==> src/rtl/div_pkg.sv <==
// Shared types and helpers for the divider issue/writeback controller.
// Holds the micro-op encoding, the controller state enum, the zero-divisor
// quotient constant and the small op-decoding helpers used by the top.
package div_pkg;

  // Divide micro-op encoding as delivered by the execute stage
  typedef enum logic [1:0] {
    OP_DIV  = 2'd0,
    OP_MOD  = 2'd1,
    OP_DIVU = 2'd2,
    OP_MODU = 2'd3
  } div_op_e;

  // Controller sequencing states
  typedef enum logic [1:0] {
    IDLE   = 2'd0,
    LAUNCH = 2'd1,
    WAIT   = 2'd2,
    DONE   = 2'd3
  } div_ctrl_state_e;

  // Quotient reported for any division by zero (all ones)
  localparam logic [31:0] DIV_ZERO_QUOT = 32'hFFFF_FFFF;

  // DIV and MOD are signed; DIVU and MODU are unsigned
  function automatic logic op_is_signed(input div_op_e op);
    return (op == OP_DIV) || (op == OP_MOD);
  endfunction

  // Remainder-returning ops are the modulo forms; the divide forms give the quotient
  function automatic logic op_is_mod(input div_op_e op);
    return (op == OP_MOD) || (op == OP_MODU);
  endfunction

  // Pick the architectural result out of a {remainder, quotient} pair
  function automatic logic [31:0] select_result(input div_op_e op,
                                                input logic [63:0] rem_quot);
    return op_is_mod(op) ? rem_quot[63:32] : rem_quot[31:0];
  endfunction

endpackage

==> src/rtl/div_result_cache.sv <==
// One-entry last-result cache for div_issue_ctrl.
// Remembers the operands, signedness and full {remainder, quotient} of the
// most recent completed divider run so that a DIV followed by a MOD (or a
// repeat) of the same operands can skip the iterative divider entirely.
// Only instantiated when DIV_RESULT_CACHE_EN is defined.
module div_result_cache
  import div_pkg::*;
(
  input  logic        clk,
  input  logic        rst_n,
  input  logic [31:0] lookup_a,
  input  logic [31:0] lookup_b,
  input  logic        lookup_sign,
  output logic        hit,
  output logic [63:0] hit_result,
  input  logic        wr_en,
  input  logic [31:0] wr_a,
  input  logic [31:0] wr_b,
  input  logic        wr_sign,
  input  logic [63:0] wr_result
);

  logic        entry_valid;
  logic [31:0] entry_a;
  logic [31:0] entry_b;
  logic        entry_sign;
  logic [63:0] entry_result;

  // Overwrite the single entry with each completed divider run; only reset clears it
  always_ff @(posedge clk or negedge rst_n) begin
    if (!rst_n) begin
      entry_valid  <= 1'b0;
      entry_a      <= '0;
      entry_b      <= '0;
      entry_sign   <= 1'b0;
      entry_result <= '0;
    end else if (wr_en) begin
      entry_valid  <= 1'b1;
      entry_a      <= wr_a;
      entry_b      <= wr_b;
      entry_sign   <= wr_sign;
      entry_result <= wr_result;
    end
  end

  // A hit needs a live entry whose dividend, divisor and signedness all match
  always_comb begin
    hit        = entry_valid && (entry_a == lookup_a) && (entry_b == lookup_b) &&
                 (entry_sign == lookup_sign);
    hit_result = entry_result;
  end

endmodule

==> src/rtl/div_issue_ctrl.sv <==
// Issue/writeback controller between the integer execute pipe and the
// iterative radix-4 divider. Accepts one DIV/MOD/DIVU/MODU op at a time,
// pulses the divider start, waits for the divider to drop busy, selects
// quotient or remainder and holds the result until writeback takes it.
// Zero divisors are answered directly without touching the divider.
// Optional feature macro: DIV_RESULT_CACHE_EN adds a one-entry last-result
// cache (div_result_cache) that short-circuits repeated operand pairs.
module div_issue_ctrl
  import div_pkg::*;
#(
  parameter int TAG_W = 5
) (
  input  logic             clk,
  input  logic             rst_n,
  input  logic             in_valid,
  output logic             in_ready,
  input  logic [1:0]       in_op,
  input  logic [31:0]      in_src_a,
  input  logic [31:0]      in_src_b,
  input  logic [TAG_W-1:0] in_tag,
  input  logic             flush,
  output logic             out_valid,
  input  logic             out_ready,
  output logic [31:0]      out_data,
  output logic [TAG_W-1:0] out_tag,
  output logic             div_start,
  output logic [31:0]      div_a,
  output logic [31:0]      div_b,
  output logic             div_sign,
  input  logic [63:0]      div_result,
  input  logic             div_busy
);

  div_ctrl_state_e  state;
  div_op_e          op_q;
  logic [TAG_W-1:0] tag_q;
  logic             wait_armed;
  div_op_e          accept_op;
  logic             capture;
  logic             cache_hit;
  logic [63:0]      cache_result;

  // New requests are only taken when idle and not being flushed
  assign in_ready  = (state == IDLE) && !flush;
  assign accept_op = div_op_e'(in_op);

  // The divider result is taken in a WAIT cycle after the first, once busy drops
  assign capture = (state == WAIT) && wait_armed && !div_busy && !flush;

`ifdef DIV_RESULT_CACHE_EN
  logic cache_lookup_hit;

  div_result_cache u_cache (
    .clk         (clk),
    .rst_n       (rst_n),
    .lookup_a    (in_src_a),
    .lookup_b    (in_src_b),
    .lookup_sign (op_is_signed(accept_op)),
    .hit         (cache_lookup_hit),
    .hit_result  (cache_result),
    .wr_en       (capture),
    .wr_a        (div_a),
    .wr_b        (div_b),
    .wr_sign     (div_sign),
    .wr_result   (div_result)
  );

  assign cache_hit = cache_lookup_hit;
`else
  assign cache_hit    = 1'b0;
  assign cache_result = '0;
`endif

  // Sequencing FSM with all outputs registered; flush overrides everything
  always_ff @(posedge clk or negedge rst_n) begin
    if (!rst_n) begin
      state      <= IDLE;
      op_q       <= OP_DIV;
      tag_q      <= '0;
      wait_armed <= 1'b0;
      out_valid  <= 1'b0;
      out_data   <= '0;
      out_tag    <= '0;
      div_start  <= 1'b0;
      div_a      <= '0;
      div_b      <= '0;
      div_sign   <= 1'b0;
    end else begin
      div_start <= 1'b0;
      if (flush) begin
        state     <= IDLE;
        out_valid <= 1'b0;
      end else begin
        case (state)
          IDLE: begin
            if (in_valid) begin
              op_q       <= accept_op;
              tag_q      <= in_tag;
              div_a      <= in_src_a;
              div_b      <= in_src_b;
              div_sign   <= op_is_signed(accept_op);
              wait_armed <= 1'b0;
              if (in_src_b == 32'd0) begin
                state     <= DONE;
                out_valid <= 1'b1;
                out_data  <= op_is_mod(accept_op) ? in_src_a : DIV_ZERO_QUOT;
                out_tag   <= in_tag;
              end else if (cache_hit) begin
                state     <= DONE;
                out_valid <= 1'b1;
                out_data  <= select_result(accept_op, cache_result);
                out_tag   <= in_tag;
              end else begin
                state     <= LAUNCH;
                div_start <= 1'b1;
              end
            end
          end
          LAUNCH: begin
            state <= WAIT;
          end
          WAIT: begin
            if (!wait_armed) begin
              wait_armed <= 1'b1;
            end else if (!div_busy) begin
              state     <= DONE;
              out_valid <= 1'b1;
              out_data  <= select_result(op_q, div_result);
              out_tag   <= tag_q;
            end
          end
          DONE: begin
            if (out_ready) begin
              state     <= IDLE;
              out_valid <= 1'b0;
            end
          end
          default: begin
            state <= IDLE;
          end
        endcase
      end
    end
  end

  // capture is consumed inside the cache only when that feature is built in
  logic unused_capture;
  assign unused_capture = capture;

endmodule

==> config.mk <==
export PLATFORM = sky130hd
export DESIGN_NAME = div_issue_ctrl
export DESIGN_NICKNAME = d
export VERILOG_FILES = /design/src/rtl/div_pkg.sv /design/src/rtl/div_result_cache.sv /design/src/rtl/div_issue_ctrl.sv
export SDC_FILE = /design/constraint.sdc
export NUM_CORES = 1
export LEC_CHECK = 0
export ABC_AREA = 1
export BUFFER_PORTS_ARGS = -buffer_cell sky130_fd_sc_hd__buf_2
export CAP_MARGIN = 20
export CORE_ASPECT_RATIO = 1.2
export CORE_MARGIN = 5
export CORE_UTILIZATION = 45
export CTS_CLUSTER_SIZE = 20
export DETAILED_ROUTE_END_ITERATION = 16
export PLACE_DENSITY = 0.79
export SYNTH_ARGS = -nofsm -noshare
export SYNTH_HDL_FRONTEND = slang
export SYNTH_SLANG_ARGS = --single-unit
==> constraint.sdc <==
create_clock -name clk -period 2.7 [get_ports clk]
set_input_delay 0.405 -clock clk [delete_from_list [all_inputs] [get_ports clk]]
set_output_delay 0.405 -clock clk [all_outputs]
set_load 0.02 [all_outputs]
==> flow_summary.yaml, run 1 <==
cts:
  hold_buffers: 0
  cts_root_buf: "clkbuf_16"
  clk_latency_ps: 410
  htree_levels: 4
  numCtsBuffers: 17
  cts.sinks: 113
  postCtsResizedCells: 0
  clk_path_buf_depth: 2
  cts_tree: "yes"
  clk_pin_slew_ps: 50
  postCtsSetupBuffers: 0
timing:
  tightest_slew_ps: 744.6
  fin_skew_ps: 14.46
  drv_slew: 0
  rsz0062_at_grt: "false"
  setup_viol: 0
  slew_headroom: 0.5036
  layout_setup_ws_ps: 607.6
  finalCriticalPeriod_ps: 2092
  fmax_mhz: 477.9
  hold_viol_final: 0
  fin_setup_tns_ps: 0
  hold_slack_ps: 65.79
  final.period_utilization: 0.7750
critical_path:
  endpoint_kind: "primary output"
  cp.required_ps: 2300
  arrival_ps: 1690
  rrSetupSlack_ps: 620
  crit_fanout: 6
  worstSetupPathType: "reg2out"
  r2r_end: "out_data[11]"
  r2r_start: "state[0]"
  start_kind: "flip-flop"
  r2r_cells: 8
floorplan:
  initial_core_util: 0.4588
  die_w_microns: 108.9
  std_cell_rows: 43
  ios: 246
  core-area_sq_um: 11510
  die_y_microns: 128.7
  dieArea_sq_um: 14010
yosys:
  synthCells: 664
  syn_nets: 808
  synthDistinctLibCells: 23
  synth.area.top_cells: "dfrtp_1, nand2_1, o21ai_0"
  netlist.area_leader.share: 0.5353
  synth_top_area_cell: "dfrtp_1"
  synth_seq_area_share: 0.5353
  yosysWarnings: 0
  yosys_register_bits: 113
  synth_area_per_cell_sq_um: 7.956
  netlist_area_sq_um: 5283
global_route:
  grt_pass1_vias: 5264
  grt_max_degree: 60
  antenna_found_initial: 1
  grt_pass1_wl_microns: 25750
  grt.total_usage: 0.2363
  overflow: 0
cells_and_area:
  area_growth_pct: 37.85
  nFillCells: 1063
  final_common_cell: "nand2_1"
  multi_input_area_sq_um: 2081
  num-nets-final: 1045
  antenna_cells: 0
  regArea_sq_um: 2828
  mostFrequentLayoutCells: "nand2_1, buf_2, dfrtp_1, inv_1, o21ai_0"
  layout-drive-gt1-share: 0.3271
place:
  gp_congestion: 0.8704
  portBuffers: 245
  pre_cts_slack_ps: 576.3
  place_hpwl_microns: 12210
pwr:
  power.total_mw: 9.477
  leakagePower_nw: 4.162
  power_density_nw_per_um2: 1301
  vdd.ir_drop.worst_v: 0.0004833
status:
  status: "completed"
drt:
  drtAntennaViolNets: 0
  firstDrtPassIters: 5
  avgRoutedWirePerCell_microns: 15.56
  routed_wl_microns: 16660
  vias: 5388
  route.detailed.drc: 0
  vias_per_cell: 5.031
  drtIter0Drc: 312
flow_run:
  max-cap-violations: 0
hold_path:
  hp-class: "in2async"
metal layers:
layer / vias up / share of wire / global-route usage
met2: 224 / 0.49 / 0.3926
met5: - / 0.00066 / 0
li1: 2601 / - / -
met4: 2 / 0.024 / 0.09435
met3: 29 / 0.077 / 0.06071
met1: 2532 / 0.40 / 0.2931
synth_stat cells:
master and n:
a21oi_1 33, a21oi_2 1, a22oi_1 31, and3b_2 1
buf_1 1, buf_2 10, buf_6 5, clkbuf_1 25
dfrtp_1 113, ha_1 3, inv_1 48, inv_2 2
nand2_1 266, nand2_4 1, nand3_1 41, nor2_1 24
nor2_2 1, nor3_1 3, o21a_1 1, o21ai_0 48
o21ai_1 4, o21ai_2 1, or2_2 1
final cells by class:
cell class | count | share of cell area
flip-flops and latches | 113 | 0.3883
multi-input cells | 460 | 0.2857
repair buffers | 259 | 0.1866
clock buffers | 22 | 0.06512
well taps | 157 | 0.02698
inverters | 50 | 0.02577
clock inverters | 10 | 0.02148
worst max path at each step:
stage	start	end	slack, ps	cells after the start
5_1_grt	state[0]	out_data[11]	460	8
4_1_cts	state[0]	out_data[11]	600	8
3_5_place_dp	in_src_b[5]	out_data[0]	580	9
3_3_place_gp	in_src_b[5]	out_data[12]	690	9
6_report	state[0]	in_ready	610	5
2_1_floorplan	state[0]	div_a[18]	950	9
flip-flops by register name, indices dropped and copies added, names as in the netlist:
| signal | count |
|---|---|
| tag_q | 5 |
| wait_armed | 1 |
| out_tag | 5 |
| out_valid | 1 |
| div_sign | 1 |
| div_a | 32 |
| op_q | 1 |
| div_start | 1 |
| div_b | 32 |
| out_data | 32 |
| state | 2 |
where the power goes:
group | switching [mW] | internal, mW | leakage, nW
clock | 0.744 | 1.61 | 0.310
combinational | 2.86 | 1.32 | 2.46
sequential | 0.430 | 2.51 | 1.40
total | 4.03 | 5.45 | 4.16
logic make-up after synthesis:
family,count (synthesis),synth area share
AOI/OAI and AO/OA,119,0.1293
adders and majority gates,3,0.007106
buffers and inverters,91,0.07413
DFF,113,0.5353
and+or+nand+nor,338,0.2541
critical path, stage by stage (launching register included):
cell and delay [ps]:
dfrtp_1 370, inv_1 100, ha_1 320, inv_2 80
nor2_2 190, buf_2 220
through the flow:
| step | util | std cells | area (sq um) |
|---|---|---|---|
| after detailed placement | 0.5777 | 1039 | 6651 |
| after global routing | 0.6325 | 1071 | 7282 |
| after floorplan | - | 664 | 5283 |
| after global placement | 0.5777 | 1039 | 6651 |
| after CTS | 0.6325 | 1071 | 7282 |
| final | 0.6325 | 1071 | 7282 |
(Power assumes the default switching activity.)
==> run 2: changes to the inputs <==
--- a/config.mk
+++ b/config.mk
@@ -5,15 +5,15 @@
 export SDC_FILE = /design/constraint.sdc
 export NUM_CORES = 1
 export LEC_CHECK = 0
-export ABC_AREA = 1
+export ABC_AREA = 0
 export BUFFER_PORTS_ARGS = -buffer_cell sky130_fd_sc_hd__buf_2
 export CAP_MARGIN = 20
 export CORE_ASPECT_RATIO = 1.2
 export CORE_MARGIN = 5
-export CORE_UTILIZATION = 45
+export CORE_UTILIZATION = 42
 export CTS_CLUSTER_SIZE = 20
 export DETAILED_ROUTE_END_ITERATION = 16
-export PLACE_DENSITY = 0.79
+export PLACE_DENSITY = 0.77
 export SYNTH_ARGS = -nofsm -noshare
 export SYNTH_HDL_FRONTEND = slang
 export SYNTH_SLANG_ARGS = --single-unit
==> constraint.sdc (replaced) <==
create_clock -name clk -period 1.8 [get_ports clk]
set_input_delay 0.27 -clock clk [delete_from_list [all_inputs] [get_ports clk]]
set_output_delay 0.27 -clock clk [all_outputs]
set_load 0.02 [all_outputs]
==> run 2 against run 1 <==
  * Clock-buffer cell count rose by 2
  * Core utilization fell by 0.76 points
  * Synthesized cell count fell by 41%
  * Synthesized area fell by 1.3%
  * Clock power rose by 50%
  * Sequential share of layout area fell by 1.4 points
  * Non-clock buffer count rose by 13
  * Power rose by 56%
  * Wire length fell by 16%
  * Critical path type is now reg2reg
  * Largest power group unchanged
==> flow_summary.yaml, run 2 <==
status:
  status: "completed"
cells_and_area:
  multi_input_area_sq_um: 2330
  antenna_cells: 0
  final_common_cell: "buf_2"
  top_regs: "div_a (32), div_b (32), out_data (32)"
  mostFrequentLayoutCells: "buf_2, dfrtp_1, mux2_2, nor2_1, a21oi_1"
  fin_area_sq_um: 7569
  layout-drive-gt1-share: 0.6417
  num-nets-final: 801
  regArea_sq_um: 2830
  area_growth_pct: 45.20
  nFillCells: 965
global_route:
  overflow: 0
  grt.total_usage: 0.1914
  grt_max_degree: 54
  grt_pass1_vias: 4597
  grt_pass1_wl_microns: 22910
  antenna_found_initial: 0
yosys:
  synth_ff_type: "dfrtp_1"
  synth_common_cells: "dfrtp_1, mux2_2, nor2_1, a21oi_1, mux2i_1"
  synth_edf_count: 0
  yosysWarnings: 0
  synth.area.top_cells: "dfrtp_1, mux2_2, mux2_4"
  yosys_register_bits: 113
  synthCells: 389
  synth.most_common_cell: "dfrtp_1"
  async_flop_share: 1.000
  synthDistinctLibCells: 26
  synth_seq_area_share: 0.5425
  netlist_area_sq_um: 5212
  netlist.area_leader.share: 0.5425
  synth_top_area_cell: "dfrtp_1"
  synth_area_per_cell_sq_um: 13.40
  syn_nets: 533
place:
  placed_area_sq_um: 6804
  portBuffers: 245
  pre_cts_slack_ps: -243.7
  gp_congestion: 0.8665
  place_hpwl_microns: 10650
cts:
  cts_root_buf: "clkbuf_16"
  clk_path_buf_depth: 2
  clk_latency_ps: 390
  htree_levels: 4
  cts.sinks: 113
  cts_tree: "yes"
  clk_pin_slew_ps: 50
  numCtsBuffers: 17
timing:
  fin_setup_tns_ps: 0
  rsz0062_at_grt: "true"
  finalCriticalPeriod_ps: 1764
  fin_skew_ps: 9.411
  hold_slack_ps: 69.59
  setup_viol: 0
  fmax_mhz: 567.0
  final.period_utilization: 0.9798
  slew_headroom: 0.7625
  tightest_slew_ps: 352.9
  hold_viol_final: 0
  layout_setup_ws_ps: 36.39
  drv_slew: 0
drt:
  vias_per_cell: 4.994
  firstDrtPassIters: 4
  route.detailed.drc: 0
  vias: 4135
  drtAntennaViolNets: 0
  avgRoutedWirePerCell_microns: 16.99
  drtIter0Drc: 114
  routed_wl_microns: 14070
floorplan:
  die_w_microns: 111.7
  die_y_microns: 132.0
  std_cell_rows: 44
  initial_core_util: 0.4304
  ios: 246
  core-area_sq_um: 12110
  dieArea_sq_um: 14750
pwr:
  leakagePower_nw: 3.777
  vdd.ir_drop.worst_v: 0.0009599
  power_density_nw_per_um2: 1949
  power.total_mw: 14.75
  pwr-share-comb: 0.457
  p_int_mw: 9.464
  p_switching_mw: 5.286
  seqPwrFrac: 0.303
  clockPowerShare: 0.240
  swShare: 0.3583
critical_path:
  crit_fanout: 5
  endpoint_kind: "flip-flop"
  arrival_ps: 2040
  cp.required_ps: 2070
  start_kind: "flip-flop"
  worstSetupPathType: "reg2reg"
hold_path:
  hp-class: "in2reg"
flow_run:
  max-cap-violations: 0
==> run 2: cell types whose count changed after synthesis, sizes merged, moves of 3 or more <==
cell / before / now
nand2: 267 / 2
mux2: 0 / 113
o21ai: 53 / 2
inv: 50 / 3
nand3: 41 / 1
mux2i: 0 / 32
a22oi: 31 / 0
clkbuf: 25 / 10
nor2: 25 / 39
nor4: 0 / 8
buf: 16 / 13
nor2b: 0 / 3
==> run 2: per-layer routing <==
metal	global-route usage	part of all wire	up-vias
li1	-	-	1925
met1	0.2171	0.39	2039
met2	0.3373	0.52	149
met3	0.05969	0.068	22
met4	0.06964	0.020	0
met5	0	0	-
==> run 2: power by group through the flow <==
stage	registers, mW	clock network [mW]	logic [mW]
CTS	4.46	3.60	6.74
detailed placement	4.48	0	6.54
finish	4.48	3.54	6.74
global route	4.62	3.73	7.18
global placement	4.42	0	6.38
floorplan	5.86	0	2.83
==> run 2: cell type report <==
| cell class | count | share of cell area |
|---|---|---|
| Timing Repair Buffer | 272 | 0.2073 |
| Clock inverter | 5 | 0.01653 |
| Clock buffer | 24 | 0.06629 |
| Sequential cell | 113 | 0.3739 |
| Inverter | 3 | 0.001488 |
| Multi-Input combinational cell | 250 | 0.3078 |
| Tap cell | 161 | 0.02662 |
==> run 2: cells by family (layout without fill, tap and decap cells) <==
logic type / Yosys count / in the layout / synth area share
compound gates: 41 / 41 / 0.04201
buf+inv: 26 / 304 / 0.02544
fa+ha+maj: 3 / 3 / 0.007202
flops: 113 / 113 / 0.5425
simple gates: 61 / 61 / 0.05569
mux: 145 / 145 / 0.3272
==> run 2: worst paths after layout <==
kind | from | to | slack (ps) | cells past startpoint
min in group asynchronous | rst_n | div_a[4] | 300 | 2
worst min register to register | div_sign | div_sign | 480 | 2
worst max-delay path | state[1] | out_valid | 40 | 8
worst min-delay path | in_op[1] | div_sign | 70 | 2
worst max register to register | state[1] | out_valid | 40 | 8
max in group asynchronous | rst_n | op_q[0] | 910 | 3
==> run 2: repair_timing <==
item | in CTS | in global routing
cloned | 1 | 0
pin swaps | 3 | 3
endpoints found under the setup margin | 39 | 40
endpoints found under the hold margin | 18 | 0
setup buffers | 3 | 1
hold buffers | 1 | 0
gates resized for setup | 9 | 8
==> run 2: worst max-delay path, stage by stage, from the launching register on <==
cell and delay (ps):
dfrtp_2 400, inv_2 60, ha_4 170, nor2b_4 130
buf_6 110, a221oi_4 180, a21oi_1 100, a21oi_1 170
mux2_4 320
==> run 2: through the flow <==
step | cells | util
6_report | 828 | 0.6249
5_1_grt | 828 | 0.6249
4_1_cts | 827 | 0.6213
3_5_place_dp | 793 | 0.5618
3_3_place_gp | 793 | 0.5618
2_1_floorplan | 389 | -
